[config.mk]
export PLATFORM = sky130hd
export DESIGN_NAME = limber_gnrl_fifo_sync_prog
export DESIGN_NICKNAME = d
export VERILOG_FILES = /design/src/rtl/limber_gnrl_fifo_sync_prog.sv
export SDC_FILE = /design/constraint.sdc
export NUM_CORES = 1
export LEC_CHECK = 0
export ABC_AREA = 0
export CAP_MARGIN = 20
export CORE_MARGIN = 2
export CORE_UTILIZATION = 25
export DETAILED_ROUTE_END_ITERATION = 7
export PLACE_DENSITY = 0.43
export SETUP_SLACK_MARGIN = 0.02
export SLEW_MARGIN = 25
export SYNTH_ARGS = -nofsm -noshare
export SYNTH_HDL_FRONTEND = slang
export SYNTH_SLANG_ARGS = --single-unit
[constraint.sdc]
create_clock -name clk -period 3 [get_ports clk]
set_clock_uncertainty 0.2 [all_clocks]
set_input_delay 0.9 -clock clk [delete_from_list [all_inputs] [get_ports clk]]
set_output_delay 0.9 -clock clk [all_outputs]
set_load 0.1 [all_outputs]
[src/rtl/limber_gnrl_fifo_sync_prog.sv]
// limber_gnrl_fifo_sync_prog
//   Single-clock FIFO of arbitrary depth DP (not limited to powers of two) with
//   an occupancy count, runtime-programmable almost-full / almost-empty
//   thresholds, synchronous flush and sticky overflow / underflow flags.
//
//   Build option: define LIMBER_FIFO_FWFT_EN for first-word-fall-through
//   operation. The head entry then sits in a one-entry output register that is
//   included in count, and empty reflects that register's valid bit. Without
//   the macro, reads have one cycle of latency and dout holds the last word read.
module limber_gnrl_fifo_sync_prog #(
  parameter  int DW = 8,
  parameter  int DP = 8,
  localparam int AW = $clog2(DP),
  localparam int CW = $clog2(DP + 1)
) (
  input  logic          clk,
  input  logic          rst_n,
  input  logic [DW-1:0] din,
  input  logic          wen,
  input  logic          ren,
  input  logic          flush,
  input  logic [CW-1:0] afull_thr,
  input  logic [CW-1:0] aempty_thr,
  input  logic          clr_err,
  output logic [DW-1:0] dout,
  output logic          full,
  output logic          empty,
  output logic          afull,
  output logic          aempty,
  output logic [CW-1:0] count,
  output logic          ovf,
  output logic          udf
);

  // Pointer wrap uses an explicit compare so that any depth works.
  function automatic logic [AW-1:0] ptr_inc(input logic [AW-1:0] p);
    return (p == AW'(DP - 1)) ? '0 : p + 1'b1;
  endfunction

  // Occupancy update, saturating at both ends as a safety net.
  function automatic logic [CW-1:0] cnt_next(input logic [CW-1:0] c,
                                             input logic inc,
                                             input logic dec);
    logic [CW-1:0] r;
    r = c;
    if (inc && !dec && (c != CW'(DP))) r = c + 1'b1;
    if (dec && !inc && (c != '0))      r = c - 1'b1;
    return r;
  endfunction

  logic [DW-1:0] mem [DP];
  logic [AW-1:0] wptr;
  logic [AW-1:0] rptr;
  logic [CW-1:0] cnt;

  logic          wa;       // write accepted into the FIFO
  logic          ra;       // read accepted (entry leaves the FIFO)
  logic          mem_we;   // write lands in the storage array
  logic          rd_adv;   // storage array read pointer advances
  logic          ovf_set;
  logic          udf_set;

`ifdef LIMBER_FIFO_FWFT_EN
  logic          out_vld;  // output register holds the head entry
  logic [CW-1:0] mem_cnt;  // entries held in the array, excluding the output register
  logic          need_load;
  logic          load_mem;
  logic          bypass;

  // Head handling: refill the output register from the array when possible,
  // otherwise let an incoming write fall straight through to it.
  always_comb begin
    mem_cnt   = cnt - CW'(out_vld);
    wa        = wen & ~full & ~flush;
    ra        = ren & out_vld & ~flush;
    need_load = ~flush & (~out_vld | ra);
    load_mem  = need_load & (mem_cnt != '0);
    bypass    = need_load & (mem_cnt == '0) & wa;
    mem_we    = wa & ~bypass;
    rd_adv    = load_mem;
  end

  // Output register valid bit; cleared by flush together with the pointers.
  always_ff @(posedge clk or negedge rst_n) begin
    if (!rst_n) begin
      out_vld <= 1'b0;
    end else if (flush) begin
      out_vld <= 1'b0;
    end else if (need_load) begin
      out_vld <= load_mem | bypass;
    end
  end

  // Head data: loaded from the array or bypassed from din; held otherwise.
  always_ff @(posedge clk or negedge rst_n) begin
    if (!rst_n) begin
      dout <= '0;
    end else if (load_mem) begin
      dout <= mem[rptr];
    end else if (bypass) begin
      dout <= din;
    end
  end

  assign empty = ~out_vld;
`else
  // Standard mode: every accepted write goes to the array, reads pop from it.
  always_comb begin
    wa     = wen & ~full & ~flush;
    ra     = ren & ~empty & ~flush;
    mem_we = wa;
    rd_adv = ra;
  end

  // Read data register: updated only on an accepted read, held otherwise.
  always_ff @(posedge clk or negedge rst_n) begin
    if (!rst_n) begin
      dout <= '0;
    end else if (ra) begin
      dout <= mem[rptr];
    end
  end

  assign empty = (cnt == '0);
`endif

  // Rejected requests only record errors; flush suppresses both.
  always_comb begin
    ovf_set = wen & full & ~flush;
    udf_set = ren & empty & ~flush;
  end

  // Storage array: data only, no reset needed.
  always_ff @(posedge clk) begin
    if (mem_we) begin
      mem[wptr] <= din;
    end
  end

  // Write pointer, read pointer and occupancy; flush returns them to zero.
  always_ff @(posedge clk or negedge rst_n) begin
    if (!rst_n) begin
      wptr <= '0;
      rptr <= '0;
      cnt  <= '0;
    end else if (flush) begin
      wptr <= '0;
      rptr <= '0;
      cnt  <= '0;
    end else begin
      if (mem_we) wptr <= ptr_inc(wptr);
      if (rd_adv) rptr <= ptr_inc(rptr);
      cnt <= cnt_next(cnt, wa, ra);
    end
  end

  // Sticky error flags: a new violation wins over a simultaneous clear.
  always_ff @(posedge clk or negedge rst_n) begin
    if (!rst_n) begin
      ovf <= 1'b0;
      udf <= 1'b0;
    end else begin
      if (ovf_set)      ovf <= 1'b1;
      else if (clr_err) ovf <= 1'b0;
      if (udf_set)      udf <= 1'b1;
      else if (clr_err) udf <= 1'b0;
    end
  end

  assign full   = (cnt == CW'(DP));
  assign afull  = (cnt >= afull_thr);
  assign aempty = (cnt <= aempty_thr);
  assign count  = cnt;

endmodule
==> impl_metrics.env <==
export IMPL_clk_pin_slew_ns=0.06
export IMPL_fmax_ghz=0.319
export IMPL_dp_cells=466
export IMPL_power_density_nw_per_um2=983
export IMPL_period_minus_slack_ns=3.13
export IMPL_numClockSinks=84
export IMPL_fin_ws_ns=-0.130
export IMPL_placementRows=43
export IMPL_drt_pass1_iterations=4
export IMPL_worst_path_buf_inv=3
export IMPL_rsz0062_at_grt="yes"
export IMPL_drt_iter0_drc=74
export IMPL_period_share=1.04
export IMPL_worstSetupEndpointType="output pin"
export IMPL_dieArea_um2=15400
export IMPL_die_w_um=124
export IMPL_grt_pass1_vias=2171
export IMPL_htree_num_levels=3
export IMPL_cts_buffer_depth=2
export IMPL_report_power_total_mw=4.88
export IMPL_r2r_slack_ns=0.12
export IMPL_antenna_found_initial=0
export IMPL_synth_cell_types=38
export IMPL_dpl_cell_area_um2=4510
export IMPL_routed_via_density=4.34
export IMPL_path_class="input port to output pin"
export IMPL_hold_path_class="flop to flop"
export IMPL_r2r_start="count[1]$_DFFE_PN0P_"
export IMPL_grt_pass1_wl_mm=11.7
export IMPL_post_drt_wl_per_cell_um=15.2
export IMPL_critPathLaunch="aempty_thr[1]"
export IMPL_max_stage_delay_ns=0.19
export IMPL_worstPathRequired_ns=1.90
export IMPL_crit_cells=8
export IMPL_met3_usage=0.0256
export IMPL_violations="negative setup slack"
export IMPL_async_reset_ff_frac=0.238
export IMPL_overflow=0
export IMPL_synth_edf_count=64
export IMPL_grt_util_met2=0.171
export IMPL_track_usage=0.106
export IMPL_pin_count=40
export IMPL_cts_root_buf="clkbuf_16"
export IMPL_core_um2=14000
export IMPL_synth_area_um2=3610
export IMPL_hpwl_mm=5.27
export IMPL_final_area_um2=4960
export IMPL_gp_congestion=0.705
export IMPL_worst_slew_pin_slew_ns=0.937
export IMPL_hold_buffers=0
export IMPL_num_vias=2125
export IMPL_wl_mm=7.47
export IMPL_cp_top_family="compound AO/OA/AOI/OAI gates"
export IMPL_cpMostUsedCell="o21a_1"
export IMPL_start_util=0.258
export IMPL_avgSynthCellArea_um2=15.9
export IMPL_finalHoldViolations=0
export IMPL_finalSetupViolations=2
export IMPL_syn_to_final_growth_pct=37.6
export IMPL_nFillCells=1381
export IMPL_seq_area_frac_synth=0.672
export IMPL_insertion_delay_ns=0.34
export IMPL_cp_data_arrival_time_ns=2.03
export IMPL_ys_flop_type="edfxtp_1"
export IMPL_synth_cells=227
export IMPL_rr_endpoint="count[3]$_DFFE_PN0P_"
export IMPL_instances_no_fill=490
export IMPL_ff2ff_path_depth=9
export IMPL_drc=0
export IMPL_max_vdd_ir_drop_v=0.000297
export IMPL_drive_gt1_frac=0.390
export IMPL_finalSetupTns_ns=-0.249
export IMPL_ant_nets=0
export IMPL_syn_nets=264
export IMPL_nets=342
export IMPL_crit_slowest_cell="ha_4"
export IMPL_dp_slack_ns=-0.585
export IMPL_critPathLaunchType="input port"
export IMPL_maxSlewHeadroom=0.375
export IMPL_tritoncts="yes"
export IMPL_grt_max_degree=21
export IMPL_slew_violations=0
export IMPL_synth_seq_cells=84
export IMPL_top_usage_layer="met2"
export IMPL_cap_violations=0
export IMPL_diodes=0
export IMPL_yosysWarnings=0
export IMPL_cp_cell_sequence="buf_6 -> inv_4 -> ha_4 -> nor2b_4 -> o21a_1 -> o21a_1 -> o21ai_4 -> buf_12"
export IMPL_globalRouteMet1Util=0.135
export IMPL_worstSetupEndpoint="aempty"
export IMPL_p_leak_nw=1.84
export IMPL_numCtsBuffers=9
export IMPL_crit_fanout=2
export IMPL_portBuffers=39
export IMPL_outcome="finished, violations left"
export IMPL_die_h_um=124
## power by group
part	total, mW	switching (mW)	leakage, nW	internal [mW]
logic	2.20	1.38	0.870	0.819
registers	1.55	0.158	0.820	1.40
clock network	1.13	0.473	0.146	0.659
total	4.88	2.01	1.84	2.87
## worst register-to-register path: stages, from the launching register on
cell,delay [ns]
dfrtp_4,0.48
buf_6,0.12
or4b_4,0.53
a211o_4,0.35
inv_4,0.07
ha_4,0.18
a21o_2,0.20
a21oi_4,0.18
mux2_4,0.32
a22oi_2,0.17
## final cells by class
| cell class | instances | area, µm² | share of cell area |
|---|---|---|---|
| sequential | 84 | 2440 | 0.491 |
| clock buffer | 9 | 225 | 0.0454 |
| multi-input combinational | 121 | 1250 | 0.252 |
| clock inverter | 7 | 85.1 | 0.0171 |
| inverter | 14 | 65.1 | 0.0131 |
| tap | 180 | 225 | 0.0454 |
| timing repair buffer | 75 | 674 | 0.136 |
## kinds of logic (layout without fill, tap and decap cells)
group                      Yosys count  count (layout)  share of synthesized area
and+or+nand+nor                     47              47                     0.0659
xor gates and xnor gates             1               1                    0.00243
adders and majority gates           15              15                     0.0541
buffers and inverters               22             105                     0.0239
AOI/OAI and AO/OA                   32              32                     0.0538
muxes                               26              26                      0.128
DFF                                 84              84                      0.672
## layout by cell type, fill, tap and decap left out, drive strengths merged, types with 4 or more instances in the layout
| cell type | n |
|---|---|
| nand2 | 11 |
| nand3 | 4 |
| mux2i | 8 |
| edfxtp | 64 |
| nor2 | 12 |
| nand2b | 4 |
| a21oi | 15 |
| ha | 14 |
| mux4 | 16 |
| dfrtp | 20 |
| clkbuf | 9 |
| dlygate4sd2 | 4 |
| o21ai | 4 |
| clkdlybuf4s50 | 12 |
| a21o | 4 |
| nor3 | 4 |
| buf | 57 |
| inv | 14 |
| clkinvlp | 4 |
## sequential cells by signal, summed over array words and instances, names as in the netlist
register  count
mem          64
dout          8
count         4
rptr          3
wptr          3
ovf           1
udf           1
## stage by stage
step           utilization  hold slack [ns]
5_1_grt              0.355            0.344
6_report             0.355            0.322
2_1_floorplan            -            0.370
3_3_place_gp         0.322            0.317
3_5_place_dp         0.322            0.320
4_1_cts              0.348            0.332
## what timing repair did
item	4_1_cts	5_1_grt
buffers inserted	1	7
pin swaps	15	3
endpoints found under the setup margin	4	5
gates resized for setup	27	10
## routing by layer
metal	routed length, µm	share of wire
met1	3470	0.46
met2	3560	0.48
met3	306	0.041
met4	125	0.017
met5	0	0
## how the worst min path moves through the flow
stage                                    from             endpoint  slack, ns  cells after the start
after floorplan           wptr[1]$_DFFE_PN0P_  wptr[1]$_DFFE_PN0P_       0.37                      2
after global placement    dout[2]$_DFFE_PN0P_  dout[2]$_DFFE_PN0P_       0.32                      2
after detailed placement  dout[7]$_DFFE_PN0P_  dout[7]$_DFFE_PN0P_       0.32                      2
after CTS                     ovf$_DFFE_PN0P_      ovf$_DFFE_PN0P_       0.33                      2
after global routing      dout[7]$_DFFE_PN0P_  dout[7]$_DFFE_PN0P_       0.34                      2
final                         ovf$_DFFE_PN0P_      ovf$_DFFE_PN0P_       0.32                      2
## Yosys cell counts, types with 2 or more instances
| cell | instances | area share |
|---|---|---|
| nor3_1 | 4 | 0.0055 |
| nand2_1 | 11 | 0.011 |
| nand3_1 | 4 | 0.0055 |
| nor2_1 | 12 | 0.012 |
| mux2i_1 | 8 | 0.022 |
| ha_1 | 14 | 0.049 |
| inv_1 | 14 | 0.015 |
| or3_1 | 2 | 0.0035 |
| a21o_1 | 3 | 0.0062 |
| o21ai_0 | 3 | 0.0042 |
| edfxtp_1 | 64 | 0.53 |
| nand4_1 | 3 | 0.0052 |
| buf_2 | 3 | 0.0042 |
| nand2b_1 | 4 | 0.0069 |
| dfrtp_1 | 20 | 0.14 |
| a21oi_1 | 15 | 0.021 |
| clkbuf_1 | 4 | 0.0042 |
| o21a_1 | 2 | 0.0042 |
| mux2_2 | 2 | 0.0062 |
| nor2b_1 | 2 | 0.0035 |
| mux4_2 | 16 | 0.10 |
(Power assumes the default switching activity.)
